$ cat config.mk
export PLATFORM = sky130hd
export DESIGN_NAME = rv32v_vmem_sequencer
export DESIGN_NICKNAME = d
export VERILOG_FILES = /design/src/rtl/rv32v_types_pkg.sv /design/src/rtl/rv32v_vmem_addr_gen.sv /design/src/rtl/rv32v_vmem_sequencer.sv
export SDC_FILE = /design/constraint.sdc
export NUM_CORES = 1
export LEC_CHECK = 0
export CAP_MARGIN = 5
export CORE_MARGIN = 2
export CORE_UTILIZATION = 25
export DETAILED_ROUTE_END_ITERATION = 6
export SLEW_MARGIN = 20
export SYNTH_ARGS = -nofsm -noshare
export SYNTH_HDL_FRONTEND = slang
export SYNTH_SLANG_ARGS = --single-unit
$ cat constraint.sdc
create_clock -name CLK -period 5.1 [get_ports CLK]
set_input_delay 1.02 -clock CLK [delete_from_list [all_inputs] [get_ports CLK]]
set_output_delay 1.02 -clock CLK [all_outputs]
set_load 0.02 [all_outputs]
$ cat src/rtl/rv32v_types_pkg.sv
// Shared types for the rv32v vector memory sequencer: FSM states, element
// width encoding and the LSC load-type encoding.
package rv32v_types_pkg;

  typedef enum logic [1:0] {
    ST_IDLE   = 2'b00,
    ST_ACTIVE = 2'b01,
    ST_DONE   = 2'b10,
    ST_FAULT  = 2'b11
  } vmem_seq_state_t;

  typedef enum logic [1:0] {
    EEW_8   = 2'b00,
    EEW_16  = 2'b01,
    EEW_32  = 2'b10,
    EEW_RSV = 2'b11
  } veew_t;

  // Matches the scalar load funct3 encoding used by the LSC.
  typedef enum logic [2:0] {
    LD_LB  = 3'b000,
    LD_LH  = 3'b001,
    LD_LW  = 3'b010,
    LD_LBU = 3'b100,
    LD_LHU = 3'b101
  } load_t;

  // Vector elements are zero-extended; the reserved width behaves as 32b.
  function automatic load_t eew_to_load_t(input veew_t eew);
    case (eew)
      EEW_8:   return LD_LBU;
      EEW_16:  return LD_LHU;
      default: return LD_LW;
    endcase
  endfunction

endpackage

$ cat src/rtl/rv32v_vmem_addr_gen.sv
// Element address accumulator (base + n*stride, wrapping) with the
// element-width alignment check for the current address.
module rv32v_vmem_addr_gen
  import rv32v_types_pkg::*;
(
  input  logic        CLK,
  input  logic        RST,
  input  logic        clr,
  input  logic        load,
  input  logic        advance,
  input  logic [31:0] base_addr,
  input  logic [31:0] stride,
  input  veew_t       eew,
  output logic [31:0] addr,
  output logic        mal
);

  logic [31:0] stride_q;

  always_ff @(posedge CLK) begin
    if (RST || clr) begin
      addr     <= '0;
      stride_q <= '0;
    end else if (load) begin
      addr     <= base_addr;
      stride_q <= stride;
    end else if (advance) begin
      addr     <= addr + stride_q;
    end
  end

  always_comb begin
    case (eew)
      EEW_8:   mal = 1'b0;
      EEW_16:  mal = addr[0];
      default: mal = |addr[1:0];
    endcase
  end

endmodule

$ cat src/rtl/rv32v_vmem_sequencer.sv
// Element sequencer for unit-stride/strided vector loads and stores: walks
// elements 0..vl-1 and issues one scalar request per active element.
//
// state     | meaning
// ----------+-----------------------------------------------------------
// ST_IDLE   | waiting for start; no requests
// ST_ACTIVE | walking elements; request held until lsc_ready
// ST_DONE   | one-cycle done pulse, then back to idle
// ST_FAULT  | misaligned or bus error recorded; held until flush
module rv32v_vmem_sequencer
  import rv32v_types_pkg::*;
#(
  parameter int NUM_LANES = 4,
  parameter int VL_W      = 8
) (
  input  logic                         CLK,
  input  logic                         RST,
  input  logic                         start,
  input  logic                         is_store,
  input  logic [31:0]                  base_addr,
  input  logic [31:0]                  stride,
  input  logic [1:0]                   eew,
  input  logic [VL_W-1:0]              vl,
  input  logic                         mask_en,
  input  logic                         elem_mask,
  input  logic [31:0]                  elem_store_data,
  input  logic                         flush,
  input  logic                         lsc_ready,
  input  logic                         lsc_error,
  input  logic [31:0]                  lsc_load_data,
  output logic                         lsc_ren,
  output logic                         lsc_wen,
  output logic [31:0]                  lsc_addr,
  output logic [31:0]                  lsc_store_data,
  output logic [2:0]                   lsc_load_type,
  output logic [VL_W-1:0]              elem_idx,
  output logic                         wb_valid,
  output logic [$clog2(NUM_LANES)-1:0] wb_lane,
  output logic [VL_W-1:0]              wb_elem_idx,
  output logic [31:0]                  wb_data,
  output logic                         busy,
  output logic                         done,
  output logic                         fault,
  output logic                         fault_mal,
  output logic [31:0]                  fault_addr,
  output logic [VL_W-1:0]              fault_elem
);

  localparam int LANE_W = $clog2(NUM_LANES);

  vmem_seq_state_t state_q, state_d;
  logic            is_store_q;
  logic            mask_en_q;
  veew_t           eew_q;
  logic [VL_W-1:0] vl_q;
  logic [VL_W-1:0] elem_idx_q;
  logic            fault_q;
  logic            fault_mal_q;
  logic [31:0]     fault_addr_q;
  logic [VL_W-1:0] fault_elem_q;

  logic            load_op;
  logic            advance;
  logic            step;
  logic            set_fault;
  logic            set_mal;
  logic            elem_active;
  logic            last_elem;
  logic [31:0]     addr;
  logic            mal;

  rv32v_vmem_addr_gen u_addr_gen (
    .CLK       (CLK),
    .RST       (RST),
    .clr       (flush),
    .load      (load_op),
    .advance   (advance),
    .base_addr (base_addr),
    .stride    (stride),
    .eew       (eew_q),
    .addr      (addr),
    .mal       (mal)
  );

  assign elem_active = ~mask_en_q | elem_mask;
  assign last_elem   = (elem_idx_q == vl_q - VL_W'(1));

  always_ff @(posedge CLK) begin
    if (RST || flush) begin
      state_q      <= ST_IDLE;
      elem_idx_q   <= '0;
      fault_q      <= 1'b0;
      fault_mal_q  <= 1'b0;
      fault_addr_q <= '0;
      fault_elem_q <= '0;
      if (RST) begin
        is_store_q <= 1'b0;
        mask_en_q  <= 1'b0;
        eew_q      <= EEW_8;
        vl_q       <= '0;
      end
    end else begin
      state_q <= state_d;
      if (load_op) begin
        is_store_q <= is_store;
        mask_en_q  <= mask_en;
        eew_q      <= veew_t'(eew);
        vl_q       <= vl;
        elem_idx_q <= '0;
      end else if (advance) begin
        elem_idx_q <= elem_idx_q + VL_W'(1);
      end
      if (set_fault) begin
        fault_q      <= 1'b1;
        fault_mal_q  <= set_mal;
        fault_addr_q <= addr;
        fault_elem_q <= elem_idx_q;
      end
    end
  end

  always_comb begin
    state_d   = state_q;
    load_op   = 1'b0;
    advance   = 1'b0;
    step      = 1'b0;
    set_fault = 1'b0;
    set_mal   = 1'b0;
    lsc_ren   = 1'b0;
    lsc_wen   = 1'b0;
    wb_valid  = 1'b0;
    case (state_q)
      ST_IDLE: begin
        if (start) begin
          load_op = 1'b1;
          state_d = (vl == '0) ? ST_DONE : ST_ACTIVE;
        end
      end
      ST_ACTIVE: begin
        if (!elem_active) begin
          step = 1'b1;
        end else if (mal) begin
          set_fault = 1'b1;
          set_mal   = 1'b1;
          state_d   = ST_FAULT;
        end else begin
          lsc_ren = ~is_store_q;
          lsc_wen = is_store_q;
          if (lsc_ready) begin
            if (lsc_error) begin
              set_fault = 1'b1;
              state_d   = ST_FAULT;
            end else begin
              wb_valid = ~is_store_q;
              step     = 1'b1;
            end
          end
        end
        if (step) begin
          if (last_elem) state_d = ST_DONE;
          else           advance = 1'b1;
        end
      end
      ST_DONE:  state_d = ST_IDLE;
      ST_FAULT: state_d = ST_FAULT;
      default:  state_d = ST_IDLE;
    endcase
    // Flush wins over everything, including a completing request.
    if (flush) begin
      state_d   = ST_IDLE;
      load_op   = 1'b0;
      advance   = 1'b0;
      set_fault = 1'b0;
      lsc_ren   = 1'b0;
      lsc_wen   = 1'b0;
      wb_valid  = 1'b0;
    end
  end

  assign lsc_addr       = addr;
  assign lsc_store_data = lsc_wen ? elem_store_data : '0;
  assign lsc_load_type  = lsc_ren ? eew_to_load_t(eew_q) : 3'b000;
  assign elem_idx       = elem_idx_q;

  assign wb_lane     = wb_valid ? elem_idx_q[LANE_W-1:0] : '0;
  assign wb_elem_idx = wb_valid ? elem_idx_q : '0;
  assign wb_data     = wb_valid ? lsc_load_data : '0;

  assign busy       = (state_q != ST_IDLE);
  assign done       = (state_q == ST_DONE);
  assign fault      = fault_q;
  assign fault_mal  = fault_mal_q;
  assign fault_addr = fault_addr_q;
  assign fault_elem = fault_elem_q;

endmodule

==> impl_results.md <==
* Worst-Margin Slew at 0.957 ns
* Count of cells along the worst register-to-register path at 11
* Global-route wire length before repair at 42400 um
* TritonCTS clock tree: yes
* WL/cell at approximately 17 um
* Routability congestion estimate at about 0.89
* Drt pass-1 iters at 5
* Post-route cell area at around 11000 um2
* Clock root buffer: sky130_fd_sc_hd__clkbuf_16
* Layout cells sized above 1 at 0.0468
* Number of nets in the layout at around 1400
* Via Count at 7645
* Worst path depth at 7
* Synthesized instance count at 940
* Total overflow reported by the global router at 0
* Worst min path class: reg2reg
* Run status: finished clean
* Mean instance size in the synthesized netlist at roughly 7.8 um2
* Post-synth top area cell: sky130_fd_sc_hd__dfxtp_1
* Pin count of the biggest net entering global routing at 66
* Number of hold buffers added after CTS at 0
* Source-to-sink clock delay at the later pin of the worst-skew pair at 0.42 ns
* RSZ-0062 raised after global routing: no
* TritonCTS buffer count at 17
* Hold depth at 2
* Post-synth EDFFs at 12
* Areal power density over the cells at ~230 nW/um2
* Final setup violation count at 0
* Vertical die dimension at between 150 and 200 um
* Sink Count at ~130
* Vias in the first global route at ~7400
* Sum of routed wire length over all layers at around 28000 um
* Fillers at a little under 3000
* Horizontal extent of the die at around 180 um
* Number of max-slew violations in the final report at 0
* Number of buffers on the longest clock path at 2
* Max frequency at 0.209 GHz
* Worst vdd rail ir drop at approximately 190 uV
* Maximum level of the CTS H-tree at 4
* Net Count, Synth at between 1000 and 1500
* Ranking of synthesized cells by area: sky130_fd_sc_hd__dfxtp_1, sky130_fd_sc_hd__nand2_1, sky130_fd_sc_hd__a21oi_1
* Starting Density at 0.255
* Post-place setup slack at 0.312 ns
* Placed cell count at about 1600
* Worst Path Max Fanout at slightly above 40
* Count of unresolved DRC violations after routing at 0
* Critical path class: in2out
* Post-synthesis to final-layout area growth at 54.5%
* Boundary Pins at approximately 310
* Antenna diode count at 0
* Clock-pin slew on the worst setup and hold paths at about 0.060 ns
* Total of max-cap violations at 0
* Crit path largest cell delay at between 0.6 and 0.7 ns
* Required time of the critical path at just over 4 ns
* Flip-flop and latch count after synthesis at between 100 and 150
* Startpoint Class: input pin
* Headroom to the max-slew limit at 0.360
* Post-route insts no fill at 1622
* Floorplan die area at around 31000 um2
* Count leader, synth: sky130_fd_sc_hd__nand2_1
* Rows at 62
* Highest-delay cell along the critical path: sky130_fd_sc_hd__clkdlybuf4s50_1
* Number of unique standard cell types used by synthesis at about 70
* Number of buffers inserted to repair setup after CTS at 0
* Bufs and invs on worst path at 3
* Post-CTS resize count at 0
* Final hold violation count at 0
* Detail Placement HPWL at 21500 um
* Ratio of final minimum period to clock period at 0.939
* PnR Total Power at 2.60 mW
* Top cell types by occurrence after synthesis: sky130_fd_sc_hd__nand2_1, sky130_fd_sc_hd__a21oi_1, sky130_fd_sc_hd__dfxtp_1
* Portion of synthesized cell area occupied by the leading cell type at 0.316
* Final TNS setup at 0 ns
* Final Worst Setup Slack at roughly 0.31 ns
* Count of nets left with antenna violations after detail routing at 0
* Count of synthesis-stage warnings from yosys at 0
* Mapped cell area at 7350 um2
* Count of port buffers added during placement at 310
* Crit path DAT at 3.77 ns
* Total routing usage reported by global routing at 0.178
* Starting DRT DRC Count at approximately 360
* Commonest register cell after synthesis: sky130_fd_sc_hd__dfxtp_1
* Category of cells accounting for the largest share of critical-path delay: buffers and inverters
* Most common cell on crit path: sky130_fd_sc_hd__clkdlybuf4s50_1
* Cell Chain, Critical Path: clkdlybuf4s50_1, or3b_2, nor4_1, and3_1, buf_4, and2_1, clkdlybuf4s50_1
* Placed Instance Area at between 10000 and 15000 um2
* Leakage component of the power at 4.12 nW
* Capturing element type of the critical path: output port
* Final setup skew at 0.0112 ns
* Fraction of the yosys area taken by sequential cells at 0.365
* Shortest clock period the worst path allows after layout at around 4.8 ns
* Async S/R FF share, synth at 0
* Vias per cell at 4.71
* Initial antenna violation count at 0
* Floorplan Core Area at a little under 30000 um2
[cell families after synthesis]
family / after synthesis / share of synthesized area
and+or+nand+nor: 407 / 0.262
AOI/OAI and AO/OA: 260 / 0.223
DFF: 128 / 0.365
buffers and inverters: 71 / 0.0429
xor gates and xnor gates: 38 / 0.0453
adders and majority gates: 34 / 0.0589
muxes: 2 / 0.00272
[where the power goes]
group          switching [mW]  total, mW  internal (mW)  leakage, nW
logic                   0.157      0.332          0.176         2.78
registers              0.0227       1.06           1.04         1.07
clock network           0.467       1.21          0.738        0.276
[worst min-delay path: stages, from the launching register on]
cell and delay [ns]:
sky130_fd_sc_hd__dfxtp_1 0.31, sky130_fd_sc_hd__nand2_1 0.05, sky130_fd_sc_hd__a21oi_1 0.05
[final cells by class]
type                       instances  area (um2)  area share
clock buffer                      23         500      0.0441
clock inverter                     8        75.1     0.00661
inverter                          15        56.3     0.00496
multi-input combinational        741        4360       0.384
sequential                       128        2680       0.236
tap                              384         480      0.0423
timing repair buffer             323        3200       0.282
[cell usage in the layout (no fill, tap or decap), types with 6 or more instances in the layout]
| master | netlist | layout |
|---|---|---|
| sky130_fd_sc_hd__xnor2_1 | 23 | 23 |
| sky130_fd_sc_hd__nand4_1 | 7 | 7 |
| sky130_fd_sc_hd__nand2_1 | 214 | 213 |
| sky130_fd_sc_hd__and2_1 | 89 | 88 |
| sky130_fd_sc_hd__ha_1 | 33 | 33 |
| sky130_fd_sc_hd__xor2_1 | 15 | 15 |
| sky130_fd_sc_hd__clkdlybuf4s50_1 | 0 | 310 |
| sky130_fd_sc_hd__a21oi_1 | 133 | 133 |
| sky130_fd_sc_hd__o211ai_1 | 6 | 6 |
| sky130_fd_sc_hd__clkbuf_16 | 0 | 19 |
| sky130_fd_sc_hd__a22oi_1 | 17 | 17 |
| sky130_fd_sc_hd__buf_4 | 6 | 13 |
| sky130_fd_sc_hd__nor2_1 | 38 | 37 |
| sky130_fd_sc_hd__nor2b_1 | 6 | 6 |
| sky130_fd_sc_hd__a21o_1 | 16 | 16 |
| sky130_fd_sc_hd__a211oi_1 | 7 | 7 |
| sky130_fd_sc_hd__a31oi_1 | 8 | 8 |
| sky130_fd_sc_hd__nor3_1 | 9 | 9 |
| sky130_fd_sc_hd__dfxtp_1 | 116 | 116 |
| sky130_fd_sc_hd__nand2b_1 | 7 | 7 |
| sky130_fd_sc_hd__and3_1 | 6 | 6 |
| sky130_fd_sc_hd__nand3_1 | 8 | 8 |
| sky130_fd_sc_hd__o21ai_0 | 24 | 24 |
| sky130_fd_sc_hd__edfxtp_1 | 12 | 12 |
| sky130_fd_sc_hd__inv_1 | 15 | 15 |
[worst paths after layout]
kind                            from                  end  slack, ns
setup / recovery               flush       wb_elem_idx[1]       0.31
setup reg to reg  u_addr_gen.addr[0]  u_addr_gen.addr[28]       1.43
hold / removal        fault_addr[14]       fault_addr[14]       0.45
hold reg to reg       fault_addr[14]       fault_addr[14]       0.45
[sequential cells by signal (all words and copies together), names as in the netlist]
register,flops
u_addr_gen.stride_q,32
fault_elem,8
eew_q,2
u_addr_gen.addr,32
fault_addr,32
is_store_q,1
vl_q,8
fault_mal,1
elem_idx,8
state_q,2
fault,1
mask_en_q,1
[through the flow]
| step | util | hold slack [ns] |
|---|---|---|
| after CTS | 0.393 | 0.455 |
| after detailed placement | 0.373 | 0.447 |
| after global routing | 0.393 | 0.465 |
| after global placement | 0.373 | 0.441 |
| after floorplan | - | 0.440 |
| final | 0.393 | 0.453 |
[per-layer routing]
metal | GRT usage | wire length (um)
met3 | 0.0335 | 1610
met2 | 0.330 | 14400
met5 | 0 | 0
met4 | 0.0499 | 410
met1 | 0.208 | 11900
Power figures use the tool's default switching activity.
